===== config.mk =====
export PLATFORM = sky130hd
export DESIGN_NAME = fetch_unit
export DESIGN_NICKNAME = d
export VERILOG_FILES = /design/src/rtl/cpu_pkg.sv /design/src/rtl/fetch_unit_pc_next_calc.sv /design/src/rtl/fetch_unit.sv
export SDC_FILE = /design/constraint.sdc
export NUM_CORES = 1
export LEC_CHECK = 0
export BUFFER_PORTS_ARGS = -buffer_cell sky130_fd_sc_hd__buf_4
export CELL_PAD_IN_SITES_DETAIL_PLACEMENT = 0
export CELL_PAD_IN_SITES_GLOBAL_PLACEMENT = 2
export CORE_ASPECT_RATIO = 0.75
export CORE_MARGIN = 1.5
export CORE_UTILIZATION = 33
export CTS_CLUSTER_SIZE = 8
export DETAILED_ROUTE_END_ITERATION = 7
export GPL_TIMING_DRIVEN = 0
export PLACE_DENSITY = 0.85
export SYNTH_ARGS = -nofsm -noshare
export SYNTH_HDL_FRONTEND = slang
export SYNTH_HIERARCHICAL = 1
export SYNTH_SLANG_ARGS = --single-unit
export TNS_END_PERCENT = 1

===== constraint.sdc =====
create_clock -name clk -period 7 [get_ports clk]
set_input_delay 0.35 -clock clk [delete_from_list [all_inputs] [get_ports clk]]
set_output_delay 0.35 -clock clk [all_outputs]
set_load 0.1 [all_outputs]

===== src/rtl/cpu_pkg.sv =====
// Shared CPU definitions: instruction width, opcodes, field positions and
// fetch FSM encoding.
package cpu_pkg;

  localparam int INSTR_W = 16;

  localparam logic [3:0] OP_RTYPE = 4'b0000;
  localparam logic [3:0] OP_ADDI  = 4'b0100;
  localparam logic [3:0] OP_LW    = 4'b1011;
  localparam logic [3:0] OP_SW    = 4'b1111;
  localparam logic [3:0] OP_BR    = 4'b1000;
  localparam logic [3:0] OP_JMP   = 4'b0010;
  localparam logic [3:0] OP_HALT  = 4'b1110;

  localparam int OPC_MSB  = 15;
  localparam int OPC_LSB  = 12;
  localparam int RS_MSB   = 11;
  localparam int RS_LSB   = 9;
  localparam int RT_MSB   = 8;
  localparam int RT_LSB   = 6;
  localparam int RD_MSB   = 5;
  localparam int RD_LSB   = 3;
  localparam int FUNC_MSB = 2;
  localparam int FUNC_LSB = 0;
  localparam int IMM6_MSB = 5;
  localparam int JOFF_MSB = 11;

  typedef enum logic [1:0] {
    FS_REQ   = 2'd0,
    FS_ISSUE = 2'd1,
    FS_HALT  = 2'd2
  } fetch_state_t;

endpackage


===== src/rtl/fetch_unit_pc_next_calc.sv =====
// Next-PC computation: sequential PC+2, or PC+2 plus a signed word offset when
// nia is a definite 0 (an unknown nia falls through to sequential).
module pc_next_calc #(
  parameter int ADDR_W = 16
) (
  input  logic [ADDR_W-1:0] pc,
  input  logic              nia,
  input  logic [11:0]       jump_off,
  output logic [ADDR_W-1:0] next_pc
);

  logic [ADDR_W-1:0] seq_pc;
  logic [ADDR_W-1:0] off_ext;

  assign seq_pc  = pc + ADDR_W'(2);
  // Word offset becomes a byte offset, sign-extended to the PC width.
  assign off_ext = ADDR_W'($signed({jump_off, 1'b0}));

  always_comb begin
    next_pc = seq_pc;
    if (nia == 1'b0) begin
      next_pc = seq_pc + off_ext;
    end
  end

endmodule


===== src/rtl/fetch_unit.sv =====
// Instruction fetch stage: req/ack fetch into ir, field decode, next-PC update.
// Optional halt-on-OP_HALT behaviour and the halted port are enabled by FETCH_HALT_EN.
module fetch_unit
  import cpu_pkg::*;
#(
  parameter int              ADDR_W   = 16,
  parameter logic [ADDR_W-1:0] RESET_PC = '0
) (
  input  logic              clk,
  input  logic              rst_n,
  output logic              imem_req,
  output logic [ADDR_W-1:0] imem_addr,
  input  logic              imem_ack,
  input  logic [15:0]       imem_rdata,
  output logic              inst_valid,
  input  logic              dec_ready,
  input  logic              nia,
  output logic [3:0]        opcode,
  output logic [2:0]        rs,
  output logic [2:0]        rt,
  output logic [2:0]        rd,
  output logic [2:0]        func,
  output logic [5:0]        imm6,
  output logic [11:0]       jump_off,
`ifdef FETCH_HALT_EN
  output logic              halted,
`endif
  output logic [ADDR_W-1:0] pc_out
);

  localparam logic [1:0] REQ   = FS_REQ;
  localparam logic [1:0] ISSUE = FS_ISSUE;
  localparam logic [1:0] HALT  = FS_HALT;

  logic [1:0]         state_reg, state_next;
  logic [ADDR_W-1:0]  pc_reg, pc_next;
  logic [ADDR_W-1:0]  pc_out_reg;
  logic [ADDR_W-1:0]  calc_pc;
  logic [INSTR_W-1:0] ir_reg;
  // Low for the cycle after a reset edge so no request is raised while in reset.
  logic               live_reg;
  logic               capture;

  assign capture = (state_reg == REQ) && live_reg && imem_ack;

  pc_next_calc #(.ADDR_W(ADDR_W)) u_pc_next_calc (
    .pc       (pc_reg),
    .nia      (nia),
    .jump_off (ir_reg[JOFF_MSB:0]),
    .next_pc  (calc_pc)
  );

  always_comb begin
    state_next = state_reg;
    pc_next    = pc_reg;
    case (state_reg)
      REQ: begin
        if (capture) state_next = ISSUE;
      end
      ISSUE: begin
        if (dec_ready) begin
`ifdef FETCH_HALT_EN
          if (ir_reg[OPC_MSB:OPC_LSB] == OP_HALT) begin
            state_next = HALT;
          end else begin
            pc_next    = calc_pc;
            state_next = REQ;
          end
`else
          pc_next    = calc_pc;
          state_next = REQ;
`endif
        end
      end
      HALT:    state_next = HALT;
      default: state_next = REQ;
    endcase
  end

  always_ff @(posedge clk) begin
    if (!rst_n) begin
      state_reg  <= REQ;
      pc_reg     <= RESET_PC;
      pc_out_reg <= RESET_PC;
      ir_reg     <= '0;
      live_reg   <= 1'b0;
    end else begin
      state_reg <= state_next;
      pc_reg    <= pc_next;
      live_reg  <= 1'b1;
      if (capture) begin
        ir_reg     <= imem_rdata;
        pc_out_reg <= pc_reg;
      end
    end
  end

  assign imem_req   = (state_reg == REQ) && live_reg;
  assign imem_addr  = pc_reg;
  assign inst_valid = (state_reg == ISSUE);
  assign pc_out     = pc_out_reg;

  assign opcode   = ir_reg[OPC_MSB:OPC_LSB];
  assign rs       = ir_reg[RS_MSB:RS_LSB];
  assign rt       = ir_reg[RT_MSB:RT_LSB];
  assign rd       = ir_reg[RD_MSB:RD_LSB];
  assign func     = ir_reg[FUNC_MSB:FUNC_LSB];
  assign imm6     = ir_reg[IMM6_MSB:0];
  assign jump_off = ir_reg[JOFF_MSB:0];

`ifdef FETCH_HALT_EN
  assign halted = (state_reg == HALT);
`endif

endmodule


==> results.yml <==
run:
  maxCapViolations: 0
synthesis:
  ys_ff_latch: 51
  seq_area_frac_synth: 0.311
  avgSynthCellArea_um2: 8.73
  synth.top_cells.by_count: "nand2_1 (89), dfxtp_1 (51), mux2i_1 (49)"
  synth_nets: 417
  ys.flop_type: "dfxtp_1"
  yosys.cell_count.top_type: "nand2_1"
  synthArstFlopShare: 0
  ys_types: 52
  yosysTopAreaCellShare: 0.311
  netlist_area_mm2: 0.00328
  yosysTopAreaCell: "dfxtp_1"
  synth_area_leaders: "dfxtp_1 (31%), mux2i_1 (15%), nand2_1 (10%)"
  yosysWarnings: 6
  synth_edf_count: 0
  synthCells: 376
cts:
  cts_tree: "built"
  cts_setup_buffers: 0
  post_cts_resized: 0
  cts_max_path_buffers: 2
  clock-sinks: 51
  cts_buffers: 5
  clk_latency_ns: 0.29
  cts.reportedPaths.clkPinSlew_ns: 0.07
  cts-htree-levels: 2
  root_buffer: "clkbuf_16"
  ctsHoldBuffers: 0
timing:
  final_max_slew_viol_count: 0
  clock_skew_ns: 0.00688
  rsz0062_at_grt: "false"
  tightest_slew_ns: 0.637
  finalCritPeriodShare: 0.475
  hold_viol_final: 0
  clock.fmax_mhz: 301
  period_needed_ns: 3.32
  relSlewSlack: 0.575
  tns_ns: 0
  setup_viol: 0
power:
  p_switching_mw: 0.256
  p_sw_frac: 0.325
  power_frac_comb: 0.241
  seqPwrFrac: 0.389
  peakVddDrop_uv: 117
  p_clk_frac: 0.370
  power.leakage_nw: 1.90
  p_int_mw: 0.532
  p_per_area_mw_per_mm2: 184
critical_path:
  startpoint: "imem_addr[3]$_SDFFE_PN0P_"
  crit_fanout: 7
  required_ns: 7.17
  path_class: "register to register"
  reg2reg_slack_ns: 3.68
  cp-start-kind: "register"
  crit_arrival_ns: 3.50
  critPathCaptureType: "register"
  timing.rr.start: "imem_addr[3]$_SDFFE_PN0P_"
layout:
  num_antenna_cells: 0
  fin_area_mm2: 0.00428
  nets: 511
  area_delta_synth_final_pct: 30.3
  finish.utilization: 0.443
  drive_gt1_frac: 0.291
hold_path:
  hold_class: "primary input to register"
  min_from: "rst_n"
grt:
  grt_overflow: 0
  grt_max_degree: 17
  antenna_found_initial: 0
  grt_pass1_vias: 2611
  track_usage: 0.156
  grt_pass1_wl_um: 13300
die:
  rows: 31
  coreArea_mm2: 0.00966
  dieArea_mm2: 0.0106
  fp.dieW_um: 118
  initial_core_util: 0.340
  die_h_um: 89.4
  ioPinCount: 89
placement:
  place_area_mm2: 0.00410
  placement.io_buffers: 87
  gp_congestion: 0.782
  dp_hpwl_um: 6610
detailed_routing:
  ant_nets: 0
  via_count: 2852
  drcViolationCount: 0
  via_per_inst: 4.73
  wire_per_inst_um: 13.6
  drtIter0Drc: 98
  drt-total-wl_um: 8190
  dr.pass1.iters: 4
outcome:
  outcome: "completed"
==> final timing paths <==
path	to	cells past startpoint
worst min register to register	pc_out[12]$_SDFFE_PN0P_	2
worst max register to register	imem_addr[14]$_SDFFE_PN0P_	14
worst max-delay path	imem_addr[14]$_SDFFE_PN0P_	14
worst min-delay path	live_reg$_DFF_P_	1
==> layer usage <==
layer / GRT usage / wire, µm / vias to the layer above
met5: 0 / 0 / -
met4: 0.0200 / 24 / 0
met3: 0.0370 / 401 / 2
met2: 0.251 / 3550 / 55
met1: 0.220 / 4220 / 1334
li1: - / - / 1461
==> per-stage QoR <==
step           setup WS, ns  hold slack [ns]  power [mW]  instances
2_1_floorplan          3.27            0.378       0.462        376
3_3_place_gp           3.71            0.446       0.503        595
3_5_place_dp           3.70            0.448       0.505        595
4_1_cts                3.69            0.165       0.800        603
5_1_grt                3.44            0.159       0.822        603
6_report               3.68            0.168       0.788        603
==> critical path, stage by stage (launching register included) <==
cell and delay, ns:
dfxtp_1 0.44, and3_4 0.24, and3_4 0.18, buf_6 0.11, nand3_1 0.09, xnor2_1 0.33, ha_1 0.34, a21oi_1 0.12
o21ai_1 0.13, a2111o_1 0.31, o21ai_1 0.18, mux2_1 0.34, a221o_1 0.26, nand2_1 0.07, mux2i_1 0.08
==> kinds of logic (layout without fill, tap and decap cells) <==
group | Yosys count | after routing | share of synthesized area
DFF | 51 | 51 | 0.311
and+or+nand+nor | 139 | 139 | 0.196
xor gates and xnor gates | 23 | 23 | 0.0636
buffers and inverters | 45 | 140 | 0.0987
adders and majority gates | 20 | 20 | 0.0785
muxes | 51 | 51 | 0.156
AOI/OAI and AO/OA | 47 | 47 | 0.0957
==> placed cells by master, fill, tap and decap left out, drive strengths merged, types with 7 or more instances in the layout <==
cell type	count
a21oi	19
nor2	15
dfxtp	51
xor2	7
nand4	7
xnor2	16
clkbuf	15
mux2i	49
o21ai	9
ha	19
nand2	89
buf	117
==> power by group through the flow <==
stage                     combinational [mW]  clock, mW  sequential [mW]
after floorplan                        0.106          0            0.356
after global placement                 0.190          0            0.313
after detailed placement               0.191          0            0.313
after CTS                              0.192      0.302            0.307
after global routing                   0.200      0.314            0.308
final                                  0.190      0.292            0.306
==> final cells by class <==
cell class | count | area, µm²
Sequential cell | 51 | 1020
Clock buffer | 6 | 139
Clock inverter | 2 | 38.8
Buffer | 39 | 302
Inverter | 6 | 22.5
Timing Repair Buffer | 87 | 653
Multi-Input combinational cell | 280 | 1940
Fill cell | 953 | 5380
Tap cell | 132 | 165
(Power assumes the default switching activity.)
